File: config.mk
export PLATFORM = sky130hd
export DESIGN_NAME = graph_roll_raster
export DESIGN_NICKNAME = d
export VERILOG_FILES = /design/src/rtl/graph_roll_raster.sv
export SDC_FILE = /design/constraint.sdc
export NUM_CORES = 1
export LEC_CHECK = 0
export ABC_CLOCK_PERIOD_IN_PS = 4300
export CAP_MARGIN = 10
export CORE_MARGIN = 1.5
export CORE_UTILIZATION = 54
export CTS_BUF_LIST = sky130_fd_sc_hd__clkbuf_4 sky130_fd_sc_hd__clkbuf_8
export DETAILED_ROUTE_END_ITERATION = 16
export GPL_TIMING_DRIVEN = 0
export PLACE_DENSITY = 0.83
export SLEW_MARGIN = 5
export SYNTH_ARGS = -nofsm -noshare
export SYNTH_HDL_FRONTEND = slang
export SYNTH_SLANG_ARGS = --single-unit
File: constraint.sdc
create_clock -name clk -period 4.3 [get_ports clk]
set_clock_uncertainty 0.05 [all_clocks]
set_input_delay 0.43 -clock clk [delete_from_list [all_inputs] [get_ports clk]]
set_output_delay 0.43 -clock clk [all_outputs]
set_load 0.05 [all_outputs]
File: src/rtl/graph_roll_raster.sv
// Piano-roll raster walker: follows the beam through the octave/drum track stack
// and registers a per-pixel region code plus track identity and tile coordinates.
module graph_roll_raster #(
    parameter int unsigned N_OCT     = 4,
    parameter int unsigned DRUM_KEYS = 8,
    parameter int unsigned OCT_W     = 8,
    parameter int unsigned KEY_W     = 80,
    parameter int unsigned BW_GAP    = 33,
    parameter int unsigned TILE_W    = 15,
    parameter int unsigned WHITE_H   = 11,
    parameter int unsigned BLACK_H   = 9,
    parameter int unsigned DRUM_H    = 7,
    parameter int unsigned CURSOR_X  = 199,
    parameter int unsigned CURSOR_W  = 3,
    parameter int unsigned WRAP      = 0
) (
    input  logic                       clk,
    input  logic                       rst,
    input  logic                       new_frame,
    input  logic                       new_row,
    input  logic                       new_col,
    input  logic [$clog2(N_OCT+1)-1:0] scroll_group,
    input  logic [$clog2(TILE_W)-1:0]  subtile_scroll,
    output logic [2:0]                 region,
    output logic [$clog2(N_OCT+1)-1:0] group,
    output logic [3:0]                 key,
    output logic                       is_black,
    output logic                       is_drum,
    output logic [3:0]                 row_in_track,
    output logic [7:0]                 tile_idx,
    output logic [$clog2(TILE_W)-1:0]  tile_x,
    output logic [9:0]                 x,
    output logic                       at_cursor
);
    localparam int unsigned GW         = $clog2(N_OCT + 1);
    localparam int unsigned TXW        = $clog2(TILE_W);
    localparam int unsigned LAST_GROUP = (DRUM_KEYS > 0) ? N_OCT : N_OCT - 1;
    localparam int unsigned CONTENT_X  = OCT_W + KEY_W;
    localparam int unsigned BLACK_X    = OCT_W + BW_GAP;
    localparam int unsigned X_MAX      = 1023;

    localparam logic [2:0] R_OCTAVE    = 3'd0;
    localparam logic [2:0] R_SEPARATOR = 3'd1;
    localparam logic [2:0] R_CONTENT   = 3'd2;
    localparam logic [2:0] R_WHITE_KEY = 3'd3;
    localparam logic [2:0] R_BLACK_KEY = 3'd4;
    localparam logic [2:0] R_DRUM_KEY  = 3'd5;
    localparam logic [2:0] R_BLANK     = 3'd6;

    logic [GW-1:0]  group_q, group_d;
    logic [3:0]     key_q, key_d;
    logic [3:0]     row_q, row_d;
    logic [9:0]     x_q, x_d;
    logic [7:0]     tile_idx_q, tile_idx_d;
    logic [TXW-1:0] tile_x_q, tile_x_d;
    logic           blank_q, blank_d;
    logic [2:0]     region_q, region_d;
    logic           is_black_q, is_black_d;
    logic           is_drum_q, is_drum_d;
    logic           at_cursor_q, at_cursor_d;
    int unsigned    last_key;

    function automatic logic black_key(input logic [3:0] k);
        return (k == 4'd1) || (k == 4'd3) || (k == 4'd6) || (k == 4'd8) || (k == 4'd10);
    endfunction

    function automatic logic drum_group(input logic [GW-1:0] g);
        return 32'(g) == N_OCT;
    endfunction

    function automatic int unsigned track_h(input logic [GW-1:0] g, input logic [3:0] k);
        if (drum_group(g)) return DRUM_H;
        if (black_key(k)) return BLACK_H;
        return WHITE_H;
    endfunction

    // Pixel classification from the (next) walker state.
    function automatic logic [2:0] decode(input logic blank, input logic [GW-1:0] g,
                                          input logic [3:0] k, input logic [3:0] r,
                                          input logic [9:0] xx);
        logic        drum;
        logic        blk;
        logic        prev_white;
        int unsigned xi;
        drum       = drum_group(g);
        blk        = !drum && black_key(k);
        prev_white = !drum && (k != 4'd0) && !black_key(4'(k - 4'd1));
        xi         = 32'(xx);
        if (blank) return R_BLANK;
        if (xi < OCT_W) return R_OCTAVE;
        if (r == 4'd0) begin
            if ((k == 4'd0) || (xi >= CONTENT_X)) return R_SEPARATOR;
            if (!drum && !blk && prev_white) return R_SEPARATOR;
        end
        if (xi >= CONTENT_X) return R_CONTENT;
        if (drum) return R_DRUM_KEY;
        if (blk && (xi >= BLACK_X)) return R_BLACK_KEY;
        return R_WHITE_KEY;
    endfunction

    // Strobe handling; rst acts as a frame restart at group 0.
    always_comb begin
        group_d    = group_q;
        key_d      = key_q;
        row_d      = row_q;
        x_d        = x_q;
        tile_idx_d = tile_idx_q;
        tile_x_d   = tile_x_q;
        blank_d    = blank_q;
        last_key   = drum_group(group_q) ? DRUM_KEYS - 32'd1 : 32'd11;

        if (rst || new_frame) begin
            group_d = '0;
            if (!rst) begin
                group_d = (32'(scroll_group) > LAST_GROUP) ? GW'(LAST_GROUP) : scroll_group;
            end
            key_d      = '0;
            row_d      = '0;
            x_d        = '0;
            tile_idx_d = '0;
            tile_x_d   = '0;
            blank_d    = 1'b0;
        end else if (new_row) begin
            x_d        = '0;
            tile_idx_d = '0;
            tile_x_d   = '0;
            if (!blank_q) begin
                if (32'(row_q) < track_h(group_q, key_q)) begin
                    row_d = row_q + 4'd1;
                end else begin
                    row_d = '0;
                    if (32'(key_q) < last_key) begin
                        key_d = key_q + 4'd1;
                    end else if (32'(group_q) < LAST_GROUP) begin
                        key_d   = '0;
                        group_d = group_q + GW'(1);
                    end else if (WRAP != 0) begin
                        key_d   = '0;
                        group_d = '0;
                    end else begin
                        blank_d = 1'b1;
                    end
                end
            end
        end else if (new_col && (32'(x_q) != X_MAX)) begin
            x_d = x_q + 10'd1;
            if ((32'(x_q) + 32'd1) == CONTENT_X) begin
                tile_x_d = (32'(subtile_scroll) >= TILE_W) ? '0 : subtile_scroll;
            end else if (32'(x_q) >= CONTENT_X) begin
                if (32'(tile_x_q) >= TILE_W - 1) begin
                    tile_x_d   = '0;
                    tile_idx_d = tile_idx_q + 8'd1;
                end else begin
                    tile_x_d = tile_x_q + TXW'(1);
                end
            end
        end

        region_d    = decode(blank_d, group_d, key_d, row_d, x_d);
        is_drum_d   = drum_group(group_d);
        is_black_d  = !is_drum_d && black_key(key_d);
        at_cursor_d = (32'(x_d) >= CURSOR_X) && (32'(x_d) < CURSOR_X + CURSOR_W) &&
                      ((region_d == R_CONTENT) || (region_d == R_SEPARATOR));
    end

    always_ff @(posedge clk) begin
        group_q     <= group_d;
        key_q       <= key_d;
        row_q       <= row_d;
        x_q         <= x_d;
        tile_idx_q  <= tile_idx_d;
        tile_x_q    <= tile_x_d;
        blank_q     <= blank_d;
        region_q    <= region_d;
        is_black_q  <= is_black_d;
        is_drum_q   <= is_drum_d;
        at_cursor_q <= at_cursor_d;
    end

    assign region       = region_q;
    assign group        = group_q;
    assign key          = key_q;
    assign is_black     = is_black_q;
    assign is_drum      = is_drum_q;
    assign row_in_track = row_q;
    assign tile_idx     = tile_idx_q;
    assign tile_x       = tile_x_q;
    assign x            = x_q;
    assign at_cursor    = at_cursor_q;
endmodule

# Yosys cells after proc, flatten, opt, wreduce, memory -nomap -nowiden
# Index checks and enable logic that the tools add are counted.
[classes]
n_mux = 94
n_mul = 0
add_sub_neg = 8
div = 0
bitwise = 1
reduce_logical = 34
shifts = 0
n_lt_le_gt_ge = 12
eq_ne = 21
[op_table]
columns = ["cell", "count"]
rows = [
  ["$mux 32", 6],
  ["$mux 3", 28],
  ["$mux 4", 15],
  ["$mux 1", 42],
  ["$lt 4x32->1", 1],
  ["$mux 10", 3],
  ["$eq 4x4->1 const B", 6],
  ["$ge 10x7->1 const B", 2],
  ["$logic_or 1x1->1", 15],
  ["$add 4x1->4 const B", 3],
  ["$eq 4x1->1 const B", 3],
  ["$eq 4x2->1 const B", 3],
  ["$eq 4x3->1 const B", 3],
  ["$add 10x1->11 const B", 1],
  ["$eq 11x7->1 const B", 1],
  ["$add 10x1->10 const B", 1],
  ["$ge 10x6->1 const B", 1],
  ["$ge 10x8->1 const B", 1],
  ["$lt 10x4->1 const B", 1],
  ["$lt 10x8->1 const B", 1],
  ["$ne 10x10->1 const B", 1],
  ["$logic_and 1x1->1", 9],
  ["$add 8x1->8 const B", 1],
  ["$ge 4x4->1 const B", 2],
  ["16 further kinds", 20],
]
[totals]
mem_count = 0
ramBits = 0
elab_cells = 181
latchBits = 0
regBits = 40
mem_bits_ro = 0
in_bits = 12
output_inout_bits = 39

# Logic depth before layout (Yosys ltp)
# Gate-level depths: netlist of the first run.
[depth]
depth_word = 55
mapped_depth = 14

# Worst setup path before layout of the first run
# OpenSTA, ideal clock, no wires.
[synth_timing]
path_type = "register -> register"
from = "reg key_q[1] (netlist: key[1])"
to = "reg region_q[0] (netlist: region[0])"
path_slack_ps = 842
arrival_time_ps = 3286
path_stages_with_launch = 15
setup_time_ps = 122
cell_sequence = "dfxtp_1 inv_1 ha_1 nor3_1 o21ai_0 and3_1 ha_1 a21o_1 a22o_4 a311oi_1 a211o_1 a311o_1 a311oi_2 nor2_1 o311a_1"
[synth_via]
elab_chain_cells = 41
word_cells_on_any_way = 113
cone_classes = "add/sub: 2; order compare: 2; eq/ne: 16; mux: 68; reduce/logical: 25"
[synth_rtl]
columns = ["element", "line_no", "rtl"]
rows = [
  ["from (decl)", "51", "logic [3:0] key_q, key_d;"],
  ["from (signal assigned)", "168", "key_q <= key_d;"],
  ["$eq 4x1->1 or $eq 4x2->1 (tied branches)", "64", "return (k == 4'd1) || (k == 4'd3) || (k == 4'd6) || (k == 4'd8) || (k == 4'd10);"],
  ["$logic_or 1x1->1 (4 in series)", "64", ""],
  ["$mux 1 (2 in series)", "73", "if (black_key(k)) return BLACK_H;"],
  ["$mux 1", "127", "if (!blank_q) begin"],
  ["$mux 1", "123", "end else if (new_row) begin"],
  ["$mux 1", "112", "if (rst || new_frame) begin"],
  ["$mux 32", "74", "return WHITE_H;"],
  ["$mux 32", "73", ""],
  ["[22 not listed]", "--", ""],
  ["$mux 3", "97", "if (blk && (xi >= BLACK_X)) return R_BLACK_KEY;"],
  ["$mux 3", "98", "return R_WHITE_KEY;"],
  ["$mux 3", "97", ""],
  ["$mux 3", "96", "if (drum) return R_DRUM_KEY;"],
  ["$mux 3", "95", "if (xi >= CONTENT_X) return R_CONTENT;"],
  ["$mux 3", "91", "if (r == 4'd0) begin"],
  ["$mux 3 *", "90", "if (xi < OCT_W) return R_OCTAVE;"],
  ["named net region_d[0]", "57", "logic [2:0] region_q, region_d;"],
  ["to (signal assigned)", "174", "region_q <= region_d;"],
  ["to (decl)", "57", ""],
]
# Mark *: on every way through the listed nets, which the timed path passes. The rest lies on a longest branch. The select of a mux whose other input is x is not followed.
# A chain may end at the register's enable or synchronous reset.

# Worst setup path after layout of the first run
[layout_timing]
from = "reg key_q[0] (netlist: key[0])"
to = "reg region_q[0] (netlist: region[0])"
# The elaborated chain is that of the path after synthesis.

==> results.toml, run 1 <==
[run_status]
status = "finished, final reports clean"

[critical_path]
end_kind = "flop"
reg2reg_setup_slack_ns = 0.92
rr_endpoint = "region[0]"
endpoint = "region[0]"
crit_fanout = 6
startpoint_type = "flop"
crit_start = "key[0]"
path_class = "flop to flop"
cp.arrival_ns = 3.51
reg2reg_depth = 14
cp.required_ns = 4.44
r2r-start = "key[0]"

[min_path]
hold_class = "input port to flop"

[logic_synthesis]
ys_seq_area_share_pct = 31.11
yosysWarnings = 0
synth.distinct_cells = 62
synth_area_um2 = 2574
syn_area_per_cell_um2 = 8.223
synth_seq_cells = 40
syn_nets = 342
ys.flop_type = "dfxtp_1"
synth_edf_count = 0
ys_async_sr_fraction_pct = 0
syn_inst = 313

[detailed_routing]
via_per_inst = 6.050
drcViolationCount = 0
dr_total_vias = 2553
initialDrtViolationCount = 109
antenna_left = 0
dr.pass1.iters = 5
routed_wl_mm = 6.028
wl_per_cell_um = 14.28

[final_layout]
drive_gt1_share_pct = 7.838
fin_util_pct = 72.51
fin_cells = 422
syn2layout_area_growth_pct = 26.06
antennaDiodeCount = 0
finalNetCount = 398
final_area_um2 = 3244

[sta]
fin_crit_sh_pct = 78.51
tns_ns = 0
finalHoldViolations = 0
rsz0062_at_grt = "no"
relSlewSlack_pct = 56.86
max_freq_ghz = 0.2962
drv_slew = 0
hold_ws_ns = 0.4039
setup_ws_ns = 0.9239
period_minus_slack_ns = 3.376
setup_viol = 0
worst_pin_slew_ns = 0.6421

[place]
postPlaceCellArea_um2 = 3129
portBuffers = 49
pre_cts_slack_ns = 0.9550
gp_congestion = 0.9087
dpl.hpwl_mm = 4.523
post-place-cells = 414

[global_route]
grt-ovfl-total = 0
grt_pass1_wl_mm = 10.20
grt_pass1_vias = 2210
antenna_found_initial = 0
grtUsageTotal_pct = 24.21
grt_max_degree = 15

[die]
rows = 24
core_um2 = 4474
io_pins = 51
die_w_um = 72.04
die_h_um = 72.04
die_area_um2 = 5189
initial_utilization_pct = 57.52

[cts]
cts_max_level = 2
path_clk_slew_ns = 0.08
insertion_delay_ns = 0.30
root_buffer = "clkbuf_8"
ctsResizeCount = 0
cts_tree = "yes"
ctsHoldBuffers = 0
cts_max_path_buffers = 2
cts_made_buffers = 5
post-cts-setup-buffer-count = 0
numClockSinks = 40

[pwr]
seqPwrFrac_pct = 49.3
clkPwrFrac_pct = 41.9
peakVddDrop_uv = 193.8
leakage_nw = 1.265
power.share.switching_pct = 24.87
combPwrFrac_pct = 8.8
p_switching_uw = 190.5
p_total_uw = 765.9
internal-power_uw = 575.5
powerDensity_nw_per_um2 = 236.1

[run]
max_cap_viol_count = 0
-- cells by family (layout without fill, tap and decap cells) --
family	after synthesis	count (layout)	synth area share, %
flops	40	40	31.11
compound gates	78	78	23.58
mux	5	5	1.945
simple gates	124	124	23.97
xor+xnor	16	16	5.445
buf+inv	33	90	5.687
fa+ha+maj	17	17	8.264
-- worst max-delay path, stage by stage, from the launching register on --
cell      delay [ns]
dfxtp_1         0.43
inv_1           0.11
ha_1            0.22
nor2_1          0.10
o21ai_0         0.07
and3_1          0.19
ha_1            0.27
a21o_1          0.16
a22oi_2         0.11
nor3_2          0.33
nor2_1          0.09
a311o_1         0.42
a311oi_2        0.32
nor2_1          0.10
o311a_1         0.31
-- cell usage after synthesis (5+ instances only) --
master / number / share of area, %
o211ai_1: 5 / 1.5
mux2i_1: 5 / 1.9
nor4_1: 5 / 1.2
ha_1: 17 / 8.3
o21ai_0: 11 / 2.1
nand4_1: 11 / 2.7
xor2_1: 9 / 3.1
nor3_1: 6 / 1.2
dfxtp_1: 40 / 31
nand3_1: 14 / 2.7
nand2_1: 29 / 4.2
nor2_1: 37 / 5.4
a211oi_1: 7 / 2.0
a21oi_1: 11 / 2.1
xnor2_1: 7 / 2.4
inv_1: 22 / 3.2
-- power by group through the flow --
stage / combinational (mW) / clock, mW / sequential, mW
2_1_floorplan: 0.0301 / 0 / 0.397
6_report: 0.0672 / 0.321 / 0.378
5_1_grt: 0.0735 / 0.341 / 0.378
4_1_cts: 0.0670 / 0.326 / 0.378
3_3_place_gp: 0.0653 / 0 / 0.386
3_5_place_dp: 0.0666 / 0 / 0.387
-- how the worst min path moves through the flow --
stage,start,end,slack (ns),depth (start not counted)
global route,new_frame,group[0],0.44,2
detailed placement,tile_idx[6],tile_idx[6],0.45,2
finish,new_frame,group[0],0.40,2
floorplan,rst,group[1],0.45,1
CTS,new_frame,group[0],0.40,2
global placement,tile_idx[6],tile_idx[6],0.43,2
-- cells in the final DEF, fill, tap and decap left out, drive strengths merged, types with 6 or more instances in the layout --
| cell type | count |
|---|---|
| a211oi | 7 |
| a21oi | 12 |
| buf | 7 |
| clkbuf | 9 |
| clkdlybuf4s50 | 49 |
| dfxtp | 40 |
| ha | 17 |
| inv | 23 |
| nand2 | 29 |
| nand3 | 14 |
| nand4 | 12 |
| nor2 | 37 |
| nor3 | 8 |
| o211ai | 6 |
| o21ai | 14 |
| xnor2 | 7 |
| xor2 | 9 |
-- registers in the layout, indices dropped and copies added, names as in the netlist --
name and count:
x 10, blank_q 1, tile_x 4, at_cursor 1
key 4, group 3, tile_idx 8, region 3
row_in_track 4, is_drum 1, is_black 1
-- area by class of cell --
cell class                 count  area (µm²)
multi-input combinational    240        1627
fill                         361        1230
sequential                    40       800.8
timing repair buffer          49       490.5
inverter                      22       82.58
clock buffer                   5       68.82
tap                           52       65.06
buffer                        11       63.81
clock inverter                 3       46.29
-- per-layer routing --
| metal | GRT usage, % | vias up | part of all wire (%) |
|---|---|---|---|
| met2 | 39.51 | 95 | 47 |
| met1 | 33.42 | 1187 | 46 |
| met4 | 5.241 | 0 | 1.1 |
| met3 | 4.583 | 11 | 5.6 |
| met5 | 0 | - | 0 |
| li1 | - | 1260 | - |
Power figures use the tool's default switching activity.
==> run 2: changes to the inputs <==
- ABC_CLOCK_PERIOD_IN_PS: 4300 -> 3020
- CORE_UTILIZATION: 54 -> 48
- PLACE_DENSITY: 0.83 -> 0.78
- clock period: 4.3 -> 3.02 ns (I/O delays scaled with it)
==> run 2 against run 1 <==
Against the previous run: global-route usage rose by 0.28 points; first-iteration DRC count rose by 72%; cell count rose by 6.9%; register-to-register slack got worse by 1.2 ns; hold slack got worse by 0.11 ns; utilization fell by 3.7 points; maximum frequency rose by 2.6%; the run now ends with setup timing left; non-clock buffer count rose by 11.
==> results.toml, run 2 (synthesis results as in run 1) <==
[detailed_routing]
routed_wl_mm = 7.133
dr_total_vias = 2652
wl_per_cell_um = 15.82
via_per_inst = 5.880
drt-met1-wl_mm = 3.126
dr_wl_met2_mm = 3.470
dr.pass1.iters = 4
drcViolationCount = 0
highest_layer = "met4"
initialDrtViolationCount = 188
met3_wirelength_um = 354
antenna_left = 0

[place]
post-place-cells = 432
portBuffers = 49
gp_congestion = 0.9510
dpl.hpwl_mm = 4.819

[critical_path]
path_class = "flop to flop"
critPathSlowestCell = "dfxtp_4"
cp_common_cell = "a21o_1"
cp.arrival_ns = 3.45
cp_num_buf_inv = 1
crit_fanout = 6
startpoint_type = "flop"
cp.required_ns = 3.18
end_kind = "flop"
cp_top_family = "compound AO/OA/AOI/OAI gates"
reg2reg_depth = 14
max_stage_delay_ns = 0.39
r2r-start = "key[0]"
path_cells = "ha_4, nor3_4, o21ai_1, and3_1, ha_1, a21o_1, a22oi_2, a21oi_4, o21ai_4, a21o_1, a311oi_2, buf_4, o21ba_2, a21o_1"
reg2reg_setup_slack_ns = -0.27
cp.depth = 14
rr_endpoint = "region[1]"

[die]
core_um2 = 5140
die_h_um = 76.23
die_w_um = 76.23
rows = 26
initial_utilization_pct = 50.07
io_pins = 51
die_area_um2 = 5810

[sta]
setup_ws_ns = -0.2705
rsz0062_at_grt = "yes"
drv_slew = 0
setup_viol = 4
finalHoldViolations = 0
period_minus_slack_ns = 3.291
worst_pin_slew_ns = 0.6293
relSlewSlack_pct = 57.72
fin_crit_sh_pct = 109.0
max_freq_ghz = 0.3039

[final_layout]
antennaDiodeCount = 0
drive_gt1_share_pct = 16.27
layout_commonest_cell = "clkdlybuf4s50_1"
largest_reg_flops = 10
fin_cells = 451
fillers = 421
syn2layout_area_growth_pct = 37.48
layout_common_cells = "clkdlybuf4s50_1, nor2_1, dfxtp_1"
finalNetCount = 409

[min_path]
min_to = "group[0]"
hp-start = "new_frame"
holdPathStages = 2
hold_class = "input port to flop"

[global_route]
antenna_found_initial = 0
grt_pass1_wl_mm = 11.67
grt_max_degree = 15
grt-ovfl-total = 0
grt_pass1_vias = 2475
grtUsageTotal_pct = 24.49

[cts]
insertion_delay_ns = 0.30
cts_tree = "yes"
cts_max_level = 2
path_clk_slew_ns = 0.09
numClockSinks = 40
ctsHoldBuffers = 0
cts_max_path_buffers = 2
root_buffer = "clkbuf_8"
cts_made_buffers = 5

[run]
max_cap_viol_count = 0

[pwr]
peakVddDrop_uv = 217.4
powerDensity_nw_per_um2 = 307.9
p_total_mw = 1.089
leakage_nw = 1.356

[run_status]
violations = "setup timing"
status = "finished with violations"
run 2: cell types whose count changed in the layout (fill, tap and decap cells not counted), moves of 2 or more:
cell / change
inv_1: -2
ha_4: +4
o21ai_0: -2
buf_6: +2
nor3_4: +2
dfxtp_2: +2
inv_4: +2
dfxtp_4: +3
ha_1: -4
dfxtp_1: -5
buf_4: +9
clkinv_4: +2
run 2: worst max path at each step:
stage	startpoint	endpoint	slack (ns)
detailed placement	key[0]	region[0]	-0.28
finish	key[0]	region[1]	-0.27
CTS	key[0]	region[0]	-0.14
global placement	key[0]	region[0]	-0.22
global route	key[0]	region[2]	-0.41
floorplan	key[1]	region[0]	-0.10
run 2: cell type report:
type                            count  area [µm²]  share of cell area (%)
Sequential cell                    40       814.5                   23.02
Multi-Input combinational cell    240        1772                   50.07
Clock buffer                        5       68.82                   1.945
Timing Repair Buffer               61       600.6                   16.97
Tap cell                           70       87.58                   2.475
Clock inverter                      3       47.55                   1.344
Buffer                             10       60.06                   1.697
Inverter                           22       87.58                   2.475
run 2: metrics by stage:
stage	worst slack [ns]	hold slack [ns]	TNS [ns]	util (%)	instance area [µm²]
2_1_floorplan	-0.1007	0.3150	-0.1007	-	2587
3_3_place_gp	-0.2226	0.4386	-0.4096	61.59	3166
3_5_place_dp	-0.2812	0.4526	-0.5333	61.59	3166
4_1_cts	-0.1362	0.2751	-0.2818	66.94	3441
5_1_grt	-0.4068	0.2944	-1.360	68.84	3538
6_report	-0.2705	0.2917	-0.7711	68.84	3538
run 2: where the power goes:
group	switching [mW]	total, mW	internal [mW]
clock network	0.203	0.452	0.249
logic	0.0589	0.100	0.0411
registers	0.00759	0.537	0.530
run 2: routing by layer:
| metal | global-route usage [%] | up-vias |
|---|---|---|
| met2 | 42.41 | 106 |
| met1 | 30.51 | 1242 |
| met3 | 4.910 | 20 |
| li1 | - | 1284 |
| met4 | 7.593 | 0 |
| met5 | 0 | - |
run 2: timing repair:
action | CTS | global route
buffers inserted | 8 | 7
pin swaps | 14 | 14
setup endpoints to repair | 3 | 5
resized for setup | 21 | 12
==> run 3: changes to the inputs <==
- SLEW_MARGIN: 5 -> 10
==> results of run 3 <==
Final layout, timing and power as in run 2 (identical DEF).
